**src/rtl/vram_write_scheduler.sv**
```systemverilog
// VRAM write scheduler: queues CPU writes until the video write window opens,
// and runs a nametable fill engine that yields to queued CPU writes.
`timescale 1ns/1ps

`ifndef VRAM_ADDR_WIDTH
`define VRAM_ADDR_WIDTH 12
`endif

module vram_write_scheduler #(
    parameter int ADDR_WIDTH = `VRAM_ADDR_WIDTH,
    parameter int DEPTH = 16,
    parameter logic [ADDR_WIDTH-1:0] NTBL_BASE = 'h400,
    parameter int NTBL_TILES = 960
) (
    input  logic                  clk,
    input  logic                  rst,
    input  logic                  writable,
    input  logic [ADDR_WIDTH-1:0] in_addr,
    input  logic [7:0]            in_data,
    input  logic                  in_we,
    input  logic                  fill_start,
    input  logic [7:0]            fill_value,
    output logic [ADDR_WIDTH-1:0] out_addr,
    output logic [7:0]            out_data,
    output logic                  out_we,
    output logic                  full,
    output logic                  busy,
    output logic                  fill_busy,
    output logic                  fill_done,
    output logic                  overflow
);

    localparam int PW = $clog2(DEPTH);
    localparam int EW = ADDR_WIDTH + 8;
    localparam logic [9:0] LAST_TILE = 10'(NTBL_TILES - 1);

    typedef enum logic {
        IDLE,
        FILL
    } fill_state_t;

    fill_state_t state;
    logic [9:0] fill_cnt;
    logic [7:0] fill_reg;

    logic [EW-1:0] mem [DEPTH];
    logic [PW:0] wr_ptr;
    logic [PW:0] rd_ptr;
    logic [EW-1:0] head;

    logic empty;
    logic is_full;
    logic pop;
    logic push;
    logic fill_issue;
    logic fill_last;

    // Full/empty are told apart by the pointer MSB.
    assign empty = (wr_ptr == rd_ptr);
    assign is_full = (wr_ptr[PW] != rd_ptr[PW]) &&
                     (wr_ptr[PW-1:0] == rd_ptr[PW-1:0]);

    assign head = mem[rd_ptr[PW-1:0]];

    assign pop = writable && !empty;
    assign push = in_we && (!is_full || pop);
    assign fill_issue = writable && empty && (state == FILL);
    assign fill_last = fill_issue && (fill_cnt == LAST_TILE);

    assign full = is_full;
    assign busy = !empty || (state == FILL);
    assign fill_busy = (state == FILL);

    always_comb begin
        out_we = 1'b0;
        out_addr = '0;
        out_data = '0;
        if (pop) begin
            out_we = 1'b1;
            out_addr = head[EW-1:8];
            out_data = head[7:0];
        end else if (fill_issue) begin
            out_we = 1'b1;
            out_addr = NTBL_BASE + ADDR_WIDTH'(fill_cnt);
            out_data = fill_reg;
        end
    end

    always_ff @(posedge clk) begin
        if (push) begin
            mem[wr_ptr[PW-1:0]] <= {in_addr, in_data};
        end
    end

    always_ff @(posedge clk or posedge rst) begin
        if (rst) begin
            wr_ptr <= '0;
            rd_ptr <= '0;
            overflow <= 1'b0;
        end else begin
            if (push) begin
                wr_ptr <= wr_ptr + 1'b1;
            end
            if (pop) begin
                rd_ptr <= rd_ptr + 1'b1;
            end
            if (in_we && !push) begin
                overflow <= 1'b1;
            end
        end
    end

    always_ff @(posedge clk or posedge rst) begin
        if (rst) begin
            state <= IDLE;
            fill_cnt <= '0;
            fill_reg <= '0;
            fill_done <= 1'b0;
        end else begin
            fill_done <= fill_last;
            case (state)
                IDLE: begin
                    if (fill_start) begin
                        state <= FILL;
                        fill_cnt <= '0;
                        fill_reg <= fill_value;
                    end
                end
                FILL: begin
                    if (fill_last) begin
                        state <= IDLE;
                    end else if (fill_issue) begin
                        fill_cnt <= fill_cnt + 10'd1;
                    end
                end
                default: state <= IDLE;
            endcase
        end
    end

endmodule

```
**config.mk**
```make
export PLATFORM = sky130hd
export DESIGN_NAME = vram_write_scheduler
export DESIGN_NICKNAME = d
export VERILOG_FILES = /design/src/rtl/vram_write_scheduler.sv
export SDC_FILE = /design/constraint.sdc
export NUM_CORES = 1
export LEC_CHECK = 0
export BUFFER_PORTS_ARGS = -buffer_cell sky130_fd_sc_hd__buf_2
export CAP_MARGIN = 5
export CORE_UTILIZATION = 55
export DETAILED_ROUTE_END_ITERATION = 7
export PLACE_DENSITY = 0.72
export SLEW_MARGIN = 20
export SYNTH_ARGS = -nofsm -noshare
export SYNTH_HDL_FRONTEND = slang
export SYNTH_SLANG_ARGS = --single-unit
export TNS_END_PERCENT = 50
```
**constraint.sdc**
```tcl
create_clock -name clk -period 8.8 [get_ports clk]
set_input_delay 1.32 -clock clk [delete_from_list [all_inputs] [get_ports clk]]
set_output_delay 1.32 -clock clk [all_outputs]
set_load 0.005 [all_outputs]
```
==> out/results.ini <==
[placed_design]
port_buffers = 58
gp_congestion = 0.929
hpwlAfterDp_mm = 18.0

[synth]
synth.area.top_cells = edfxtp_1, mux4_2, dfrtp_1, a22oi_1, nand2_1
ys_async_sr_fraction_pct = 8.83
synth-edff-count = 320
yosys_warnings = 0
synthFlopType = edfxtp_1
netlist_instances = 693
syn_nets = 732
synth_cell_types = 42
synth_area_um2 = 13800
synth_top_area_share_pct = 69.5
synth_area_leader_cell = edfxtp_1
ys_seq_elements = 351
seq_area_frac_synth_pct = 75.1
syn_area_per_cell_um2 = 20.0

[route]
routed_via_density = 6.28
post_drt_wl_per_cell_um = 27.4
vias = 7056
dr.pass1.iters = 5
drc = 0
drt_iter0_markers = 940
drt_wl_total_mm = 30.8
drtAntennaViolNets = 0

[worst_setup_path]
r2r_slack_ns = 5.38
slowest_stage = dfrtp_4
path_cells = buf_6, mux4_2, a22oi_1, nand2_1, a22o_1, buf_2
startpoint_type = register
crit_type = reg2out
slowest_delay_ns = 0.78
endpoint_kind = output port
arrival_ns = 3.43
crit_buf_inv = 2
critPathMaxFanout = 57
crit_family = buffers and inverters
required_ns = 7.48

[clocking]
cts_inserted_buffers = 35
clock-sinks = 351
cts_setup_buffers = 0
cts_hold_buf = 0
clock_path_buffers = 3
clk_latency_ns = 0.50
cts_tree = done
root_buffer = clkbuf_16
clk_pin_slew_worst_paths_ns = 0.06
cts_resized = 0
htreeDepth = 2

[timing]
slew_viol_final = 0
period_needed_ns = 4.75
max_slew_margin_pct = 28.5
fmax_mhz = 211
final.setup_skew_ns = 0.0123
setup_tns_ns = 0
tightest_slew_ns = 1.07
hold_viol = 0
fin_crit_sh_pct = 54.0
setup_violations = 0
grt_setup_unrepaired = false
hold_slack_ns = 0.478

[power]
leakagePower_nw = 5.34
vdd_drop_max_uv = 168
power_density_nw_per_um2 = 319

[global_routing]
grt_use_total_pct = 24.8
grt-ovfl-total = 0
grt_max_degree = 58
grt_pass1_wl_mm = 46.1
grt_pass1_vias = 7347
antenna_found_initial = 3

[floorplanning]
die-width_um = 161
coreArea_um2 = 24500
die_h_um = 161
floorplan.initialDensity_pct = 56.5
io_pins = 59
num_rows = 57
die_area_um2 = 25800

[layout]
area_delta_synth_final_pct = 13.7
nets = 813
largest_reg_flops = 320
drive_above_1_share_pct = 30.1

[worst_hold_path]
hp-class = reg2reg

[run]
maxCapViolCount = 0

[outcome]
outcome = finished clean

==> routing by layer <==
metal	track usage [%]	vias to the layer above	routed length, µm
met5	0	-	13
met4	8.01	2	787
met3	4.93	58	2630
met2	39.7	351	15100
met1	34.8	3653	12300
li1	-	2992	-
==> where the power goes <==
part	internal [mW]	switching, mW	leakage [nW]
clock network	0.857	0.596	0.545
logic	0.642	0.722	1.51
registers	2.01	0.184	3.28
==> synth_stat cells, types with 9 or more instances <==
cell type,number
edfxtp_1,320
mux4_2,80
nand2_1,56
a22oi_1,36
dfrtp_1,31
clkbuf_1,24
nor2_1,20
a22o_1,18
buf_2,9
xnor2_1,9
==> logic make-up (layout without fill, tap and decap cells) <==
kind of cell,Yosys count,count (layout),share of synthesized area (%)
multiplexers,88,88,13.6
flip-flops,351,351,75.1
adder cells (fa/ha/maj),6,6,0.543
other,0,2,0
AND/OR/NAND/NOR,114,114,3.85
buffers and inverters,45,150,1.53
XOR/XNOR,15,15,1.33
AO/OA/AOI/OAI,74,74,4.01
==> final cells by class <==
class | instances | area, µm²
Sequential cell | 351 | 10400
Fill cell | 1561 | 8730
Multi-Input combinational cell | 297 | 3290
Clock buffer | 44 | 952
Timing Repair Buffer | 83 | 489
Tap cell | 324 | 405
Clock inverter | 17 | 166
Inverter | 6 | 22.5
Antenna cell | 2 | 5.00
==> through the flow <==
step	instances	setup slack (ns)	cell area (µm²)	power (mW)	utilization [%]
3_3_place_gp	1060	4.35	14600	3.54	59.6
3_5_place_dp	1061	4.30	14600	3.58	59.6
5_1_grt	1122	3.78	15700	5.21	64.3
4_1_cts	1122	3.71	15700	5.03	64.2
6_report	1124	4.05	15700	5.01	64.3
2_1_floorplan	693	5.12	13800	3.13	-
==> cell usage in the layout, fill, tap and decap left out, types with 3 or more instances in the layout <==
master	netlist	routed
buf_2	9	58
edfxtp_1	320	320
dfrtp_1	31	29
nor2b_1	4	3
buf_4	0	23
and2_1	4	4
xnor2_1	9	9
nand4_1	6	6
a22o_1	18	18
clkbuf_1	24	7
nor2_1	20	9
a21oi_1	5	5
clkinv_1	0	6
a22oi_1	36	36
mux2i_1	4	4
inv_1	6	6
nand2b_1	4	4
bufinv_16	0	3
o21ai_0	6	6
nand2_1	56	56
clkinv_2	0	4
nor3_2	0	4
nor2_2	0	11
mux2_2	4	4
or3_1	5	5
mux4_2	80	80
clkbuf_16	0	37
ha_1	6	6
==> worst paths after layout <==
kind | startpoint | to | cells after the start
max | rd_ptr[1] | out_data[0] | 6
min | overflow | overflow | 1
max reg2reg | rd_ptr[0] | mem[0][1] | 6
min reg2reg | overflow | overflow | 1
max in group asynchronous | rst | rd_ptr[2] | 3
min in group asynchronous | rst | fill_reg[6] | 2
(Power assumes the default switching activity.)
